--- src/rtl/sysid_read_pkg.sv ---
// rtl/sysid_read_pkg.sv - shared types and constants for the sysid read master
package sysid_read_pkg;

  typedef enum logic [2:0] {
    IDLE  = 3'd0,
    RD_ID = 3'd1,
    WT_ID = 3'd2,
    RD_TS = 3'd3,
    WT_TS = 3'd4,
    CHECK = 3'd5,
    DONE  = 3'd6
  } sysid_state_t;

  localparam logic SYSID_ADDR_ID = 1'b0;
  localparam logic SYSID_ADDR_TS = 1'b1;

  localparam int TIMEOUT_CYCLES_DEFAULT = 256;
  localparam int TIMEOUT_CNT_W_DEFAULT  = $clog2(TIMEOUT_CYCLES_DEFAULT);

  // Counter only ever needs to reach TIMEOUT_CYCLES-1.
  function automatic int timeout_cnt_w(input int cycles);
    return $clog2(cycles);
  endfunction

endpackage

--- src/rtl/sysid_read_master_if.sv ---
// rtl/sysid_read_master_if.sv - Avalon-MM read port between the master and the sysid slave
interface sysid_read_master_if;
  logic        av_address;
  logic        av_read;
  logic        av_waitrequest;
  logic [31:0] av_readdata;
  logic        av_readdatavalid;

  modport master (
    output av_address, av_read,
    input  av_waitrequest, av_readdata, av_readdatavalid
  );

  modport slave (
    input  av_address, av_read,
    output av_waitrequest, av_readdata, av_readdatavalid
  );
endinterface

--- src/rtl/sysid_timeout_ctr.sv ---
// rtl/sysid_timeout_ctr.sv - per-transaction cycle counter flagging expiry at TIMEOUT_CYCLES-1
module sysid_timeout_ctr #(
  parameter int TIMEOUT_CYCLES = 256
) (
  input  logic clock,
  input  logic reset,
  input  logic load,
  input  logic enable,
  output logic expired
);
  import sysid_read_pkg::*;

  localparam int CNT_W = timeout_cnt_w(TIMEOUT_CYCLES);
  localparam logic [CNT_W-1:0] LAST = CNT_W'(TIMEOUT_CYCLES - 1);

  logic [CNT_W-1:0] count;

  // Holds at LAST so a late cycle cannot wrap back under the limit.
  always_ff @(posedge clock) begin
    if (reset) begin
      count <= '0;
    end else if (load) begin
      count <= '0;
    end else if (enable && !expired) begin
      count <= count + 1'b1;
    end
  end

  assign expired = (count == LAST);
endmodule

--- src/rtl/sysid_read_master.sv ---
// rtl/sysid_read_master.sv - reads sysid ID and timestamp words and checks them; SYSID_READDATAVALID_EN enables pipelined reads
module sysid_read_master #(
  parameter logic [31:0] EXPECTED_ID        = 32'h0000_0000,
  parameter logic [31:0] EXPECTED_TIMESTAMP = 32'd1683891951,
  parameter int          TIMEOUT_CYCLES     = 256
) (
  input  logic                       clock,
  input  logic                       reset,
  input  logic                       start,
  sysid_read_master_if.master        av,
  output logic [31:0]                id_value,
  output logic [31:0]                timestamp_value,
  output logic                       busy,
  output logic                       done,
  output logic                       match,
  output logic                       timeout_err
);
  import sysid_read_pkg::*;

`ifdef SYSID_READDATAVALID_EN
  localparam bit PIPELINED = 1'b1;
  logic rdv;
  assign rdv = av.av_readdatavalid;
`else
  localparam bit PIPELINED = 1'b0;
  logic rdv;
  logic unused_rdv;
  assign rdv        = 1'b0;
  assign unused_rdv = av.av_readdatavalid;
`endif

  sysid_state_t state, next_state;

  logic rd_state, wt_state, accept, start_ok, expired;
  logic take_id, take_ts, timeout_hit, ctr_load;

  assign rd_state = (state == RD_ID) || (state == RD_TS);
  assign wt_state = (state == WT_ID) || (state == WT_TS);
  assign accept   = rd_state && !av.av_waitrequest;
  assign start_ok = start && ((state == IDLE) || (state == DONE));

  // Data capture beats expiry in the same cycle.
  assign take_id = PIPELINED ? ((state == WT_ID) && rdv) : ((state == RD_ID) && accept);
  assign take_ts = PIPELINED ? ((state == WT_TS) && rdv) : ((state == RD_TS) && accept);

  assign ctr_load    = start_ok || ((next_state == RD_TS) && (state != RD_TS));
  assign timeout_hit = (rd_state || wt_state) && (next_state == DONE);

  sysid_timeout_ctr #(.TIMEOUT_CYCLES(TIMEOUT_CYCLES)) u_timeout (
    .clock   (clock),
    .reset   (reset),
    .load    (ctr_load),
    .enable  (rd_state || wt_state),
    .expired (expired)
  );

  always_ff @(posedge clock) begin
    if (reset) begin
      state <= IDLE;
    end else begin
      state <= next_state;
    end
  end

  always_comb begin
    next_state = state;
    case (state)
      IDLE, DONE: if (start) next_state = RD_ID;
      RD_ID: begin
        if (accept)       next_state = PIPELINED ? WT_ID : RD_TS;
        else if (expired) next_state = DONE;
      end
      WT_ID: begin
        if (rdv)          next_state = RD_TS;
        else if (expired) next_state = DONE;
      end
      RD_TS: begin
        if (accept)       next_state = PIPELINED ? WT_TS : CHECK;
        else if (expired) next_state = DONE;
      end
      WT_TS: begin
        if (rdv)          next_state = CHECK;
        else if (expired) next_state = DONE;
      end
      CHECK:   next_state = DONE;
      default: next_state = IDLE;
    endcase
  end

  always_comb begin
    av.av_read    = rd_state;
    av.av_address = (state == RD_TS) ? SYSID_ADDR_TS : SYSID_ADDR_ID;
    busy          = (state != IDLE) && (state != DONE);
  end

  always_ff @(posedge clock) begin
    if (reset) begin
      id_value        <= '0;
      timestamp_value <= '0;
      match           <= 1'b0;
      timeout_err     <= 1'b0;
      done            <= 1'b0;
    end else begin
      done <= (next_state == DONE) && (state != DONE);
      if (start_ok) begin
        id_value        <= '0;
        timestamp_value <= '0;
        match           <= 1'b0;
        timeout_err     <= 1'b0;
      end else begin
        if (take_id) id_value        <= av.av_readdata;
        if (take_ts) timestamp_value <= av.av_readdata;
        if (state == CHECK) begin
          match <= (id_value == EXPECTED_ID) && (timestamp_value == EXPECTED_TIMESTAMP);
        end
        if (timeout_hit) begin
          timeout_err <= 1'b1;
          match       <= 1'b0;
        end
      end
    end
  end
endmodule

--- src/flat_wrapper.sv ---
// flat-port wrapper written by rule: the top's interface ports become plain ports
module sysid_read_master_flat import sysid_read_pkg::*;
#(
  parameter logic [31:0] EXPECTED_ID        = 32'h0000_0000,
  parameter logic [31:0] EXPECTED_TIMESTAMP = 32'd1683891951,
  parameter int          TIMEOUT_CYCLES     = 256
)
  (clock, reset, start, id_value, timestamp_value, busy, done, match, timeout_err, av_av_address, av_av_read, av_av_waitrequest, av_av_readdata, av_av_readdatavalid);
  sysid_read_master_if av_i ();
  input  logic clock;
  input  logic reset;
  input  logic start;
  output logic [31:0] id_value;
  output logic [31:0] timestamp_value;
  output logic busy;
  output logic done;
  output logic match;
  output logic timeout_err;
  output wire logic [$bits(av_i.av_address)-1:0] av_av_address;
  output wire logic [$bits(av_i.av_read)-1:0] av_av_read;
  input wire logic [$bits(av_i.av_waitrequest)-1:0] av_av_waitrequest;
  input wire logic [$bits(av_i.av_readdata)-1:0] av_av_readdata;
  input wire logic [$bits(av_i.av_readdatavalid)-1:0] av_av_readdatavalid;
  assign av_av_address = av_i.av_address;
  assign av_av_read = av_i.av_read;
  assign av_i.av_waitrequest = av_av_waitrequest;
  assign av_i.av_readdata = av_av_readdata;
  assign av_i.av_readdatavalid = av_av_readdatavalid;
  sysid_read_master #(.EXPECTED_ID(EXPECTED_ID), .EXPECTED_TIMESTAMP(EXPECTED_TIMESTAMP), .TIMEOUT_CYCLES(TIMEOUT_CYCLES)) u_core (.clock(clock), .reset(reset), .start(start), .av(av_i), .id_value(id_value), .timestamp_value(timestamp_value), .busy(busy), .done(done), .match(match), .timeout_err(timeout_err));
endmodule
--- config.mk ---
export PLATFORM = sky130hd
export DESIGN_NAME = sysid_read_master_flat
export DESIGN_NICKNAME = d
export VERILOG_FILES = /design/src/rtl/sysid_read_pkg.sv /design/src/rtl/sysid_read_master_if.sv /design/src/rtl/sysid_timeout_ctr.sv /design/src/rtl/sysid_read_master.sv /design/src/flat_wrapper.sv
export SDC_FILE = /design/constraint.sdc
export NUM_CORES = 1
export LEC_CHECK = 0
export BUFFER_PORTS_ARGS = -buffer_cell sky130_fd_sc_hd__buf_2
export CAP_MARGIN = 25
export CORE_MARGIN = 3
export CORE_UTILIZATION = 35
export DETAILED_ROUTE_END_ITERATION = 7
export SYNTH_ARGS = -nofsm -noshare
export SYNTH_HDL_FRONTEND = slang
export SYNTH_SLANG_ARGS = --single-unit
--- constraint.sdc ---
create_clock -name clock -period 2.7 [get_ports clock]
set_input_delay 0.54 -clock clock [delete_from_list [all_inputs] [get_ports clock]]
set_output_delay 0.54 -clock clock [all_outputs]
set_load 0.01 [all_outputs]
==> metrics.yaml <==
outcome:
  status: "complete, no violations"
clock_tree:
  clkTransAtPathRegs_ps: 70
  cts_tree: "done"
  numCtsBuffers: 9
  post_cts_buffers: 0
  postCtsResizedCells: 0
  cts_buffer_depth: 2
  root_buffer: "clkbuf_8"
  post_cts_hold_buffer_count: 0
  clock_latency_ps: 350
  htreeDepth: 3
  clock-sinks: 78
yosys:
  syn_avg_cell_area_um2: 8.016
  netlist_area_mm2: 0.003134
  yosysUniqueCellTypes: 38
  synth_edf_count: 0
  yosysWarnings: 0
  ys_seq_area_share_pct: 49.82
  synth_nets: 429
  async_reset_ff_share_pct: 0
  ys.flop_type: "dfxtp_1"
  ys_ff_latch: 78
  syn_inst: 391
layout:
  utilization_pct: 46.31
  n_antenna_cell: 0
  fill_cells: 870
  areaGrowthSynthToFinish_pct: 25.07
  stdcell_area_mm2: 0.003920
  layout-drive-gt1-share_pct: 27.44
  layout.nets: 526
power_and_ir_drop:
  p_leak_nw: 1.611
  intPower_mw: 1.746
  p_sw_mw: 0.5471
  combPwrFrac_pct: 7.6
  power_density_mw_per_mm2: 585.1
  swShare_pct: 23.85
  power_frac_seq_pct: 51.6
  pwr-share-clk_pct: 40.8
  ir_worst_vdd_mv: 0.2793
floorplanning:
  core_area_mm2: 0.008464
  fp-row-count: 33
  fp.dieW_um: 100.6
  ioPinCount: 107
  dieArea_mm2: 0.01013
  die_h_um: 100.6
  start_util_pct: 37.03
placement:
  hpwl_um: 6115
  dpl_cell_area_mm2: 0.003709
  port_buffers: 105
  finalWeightedCongestion: 0.8450
route:
  drt_drc_violations_left: 0
  first_pass_iters: 4
  antenna_left: 0
  routedWlPerCell_um: 14.53
  drtIter0Drc: 135
  viasPerCell: 5.057
  drt_wl_total_um: 8674
  via_count: 3019
worst_hold_path:
  hold_start: "reset"
  hp-class: "in -> reg"
critical_path:
  worstReg2RegStart: "u_core.state[2]"
  cpMaxStageDelayCell: "dfxtp_1"
  critical_path_class: "reg -> out"
  crit_buf_inv: 2
  endpoint_kind: "output pin"
  slowest_delay_ps: 630
  crit_family: "flip-flops"
  crit_arrival_ps: 1570
  cp-start-kind: "flop"
  worst_ep_required_time_ps: 2160
  cp_cell_sequence: "and2b_1 -> nor3_2 -> inv_1 -> buf_2"
  worstSetupStartpoint: "u_core.state[1]"
  cp_max_fo: 13
grt:
  grt_max_degree: 67
  antenna_found_initial: 0
  grt_pass1_wl_um: 13730
  grt_usage_pct: 17.19
  grt_pass1_vias: 2800
  grt_overflow_total: 0
timing:
  tns_ps: 0
  hold_viol_final: 0
  worstMarginPinSlew_ps: 641.7
  rsz0062_at_grt: "false"
  slew_viol_final: 0
  period_needed_ps: 2108
  fin_crit_sh_pct: 78.08
  hold_ws_ps: 397.1
  clock_skew_ps: 6.960
  fmax_mhz: 474.3
  setup_violations: 0
  relSlewSlack_pct: 57.07
job:
  max_cap_viol_count: 0
## cells in the final DEF, fill, tap and decap left out, types with 4 or more instances in the layout
cell / count
dfxtp_1: 78
nor2_1: 14
nor4b_1: 5
nand2_1: 134
nand4_1: 8
buf_2: 105
nor4_1: 7
xor2_1: 6
o21ai_0: 4
a21oi_1: 71
inv_1: 5
clkbuf_8: 9
and3_1: 4
## per-layer routing
layer	track usage [%]	wire length (um)	up-vias
met1	21.64	3839	1410
met4	4.974	116	0
met5	0	0	-
met3	6.228	652	10
met2	27.65	4065	100
li1	-	-	1499
## through the flow
| step | instances | total power, mW | worst slack, ps |
|---|---|---|---|
| 2_1_floorplan | 391 | 1.311 | 1099 |
| 3_3_place_gp | 582 | 1.383 | 939.9 |
| 3_5_place_dp | 582 | 1.385 | 903.4 |
| 4_1_cts | 597 | 2.326 | 578.2 |
| 5_1_grt | 597 | 2.396 | 436.3 |
| 6_report | 597 | 2.294 | 591.7 |
## final timing paths
path / to / slack, ps / cells after the start
setup / recovery: busy / 590 / 4
hold / removal: u_core.state[0] / 400 / 2
setup reg to reg: u_core.u_timeout.count[6] / 880 / 5
hold reg to reg: u_core.id_value[11] / 470 / 2
## cell usage after synthesis, types with 5 or more instances
cell	n	area, um^2
buf_2	8	40.04
nor4b_1	5	43.79
nor4_1	7	43.79
xor2_1	6	52.55
inv_1	5	18.77
buf_4	6	45.04
nand4_1	8	50.05
clkbuf_1	6	22.52
nand2_1	135	506.7
nor2_1	14	52.55
a21oi_1	71	355.3
dfxtp_1	78	1562
## flip-flops by register name, indices dropped and copies added, names as in the netlist
name	count
u_core.done	1
u_core.match	1
u_core.timeout_err	1
u_core.timestamp_value	32
u_core.id_value	32
u_core.state	3
u_core.u_timeout.count	8
## area by class of cell
cell class	count	area, um^2	share of cell area, %
clock buffers	9	123.9	3.160
clock inverters	6	87.58	2.234
inverters	5	18.77	0.4788
multi-input cells	285	1429	36.45
flip-flops and latches	78	1562	39.83
well taps	105	131.4	3.351
repair buffers	109	568.0	14.49
## cell families after synthesis
group | after synthesis | synth area share, %
adder cells (fa/ha/maj) | 1 | 0.3991
multiplexers | 2 | 0.6387
AND/OR/NAND/NOR | 195 | 28.42
AO/OA/AOI/OAI | 80 | 13.89
buffers and inverters | 28 | 4.870
flip-flops | 78 | 49.82
XOR/XNOR | 7 | 1.956
## power by group through the flow
stage	clock, mW	combinational (mW)	sequential (mW)
finish	0.936	0.174	1.18
global route	1.02	0.193	1.19
CTS	0.967	0.175	1.18
detailed placement	0	0.174	1.21
global placement	0	0.173	1.21
floorplan	0	0.102	1.21
(Power assumes the default switching activity.)
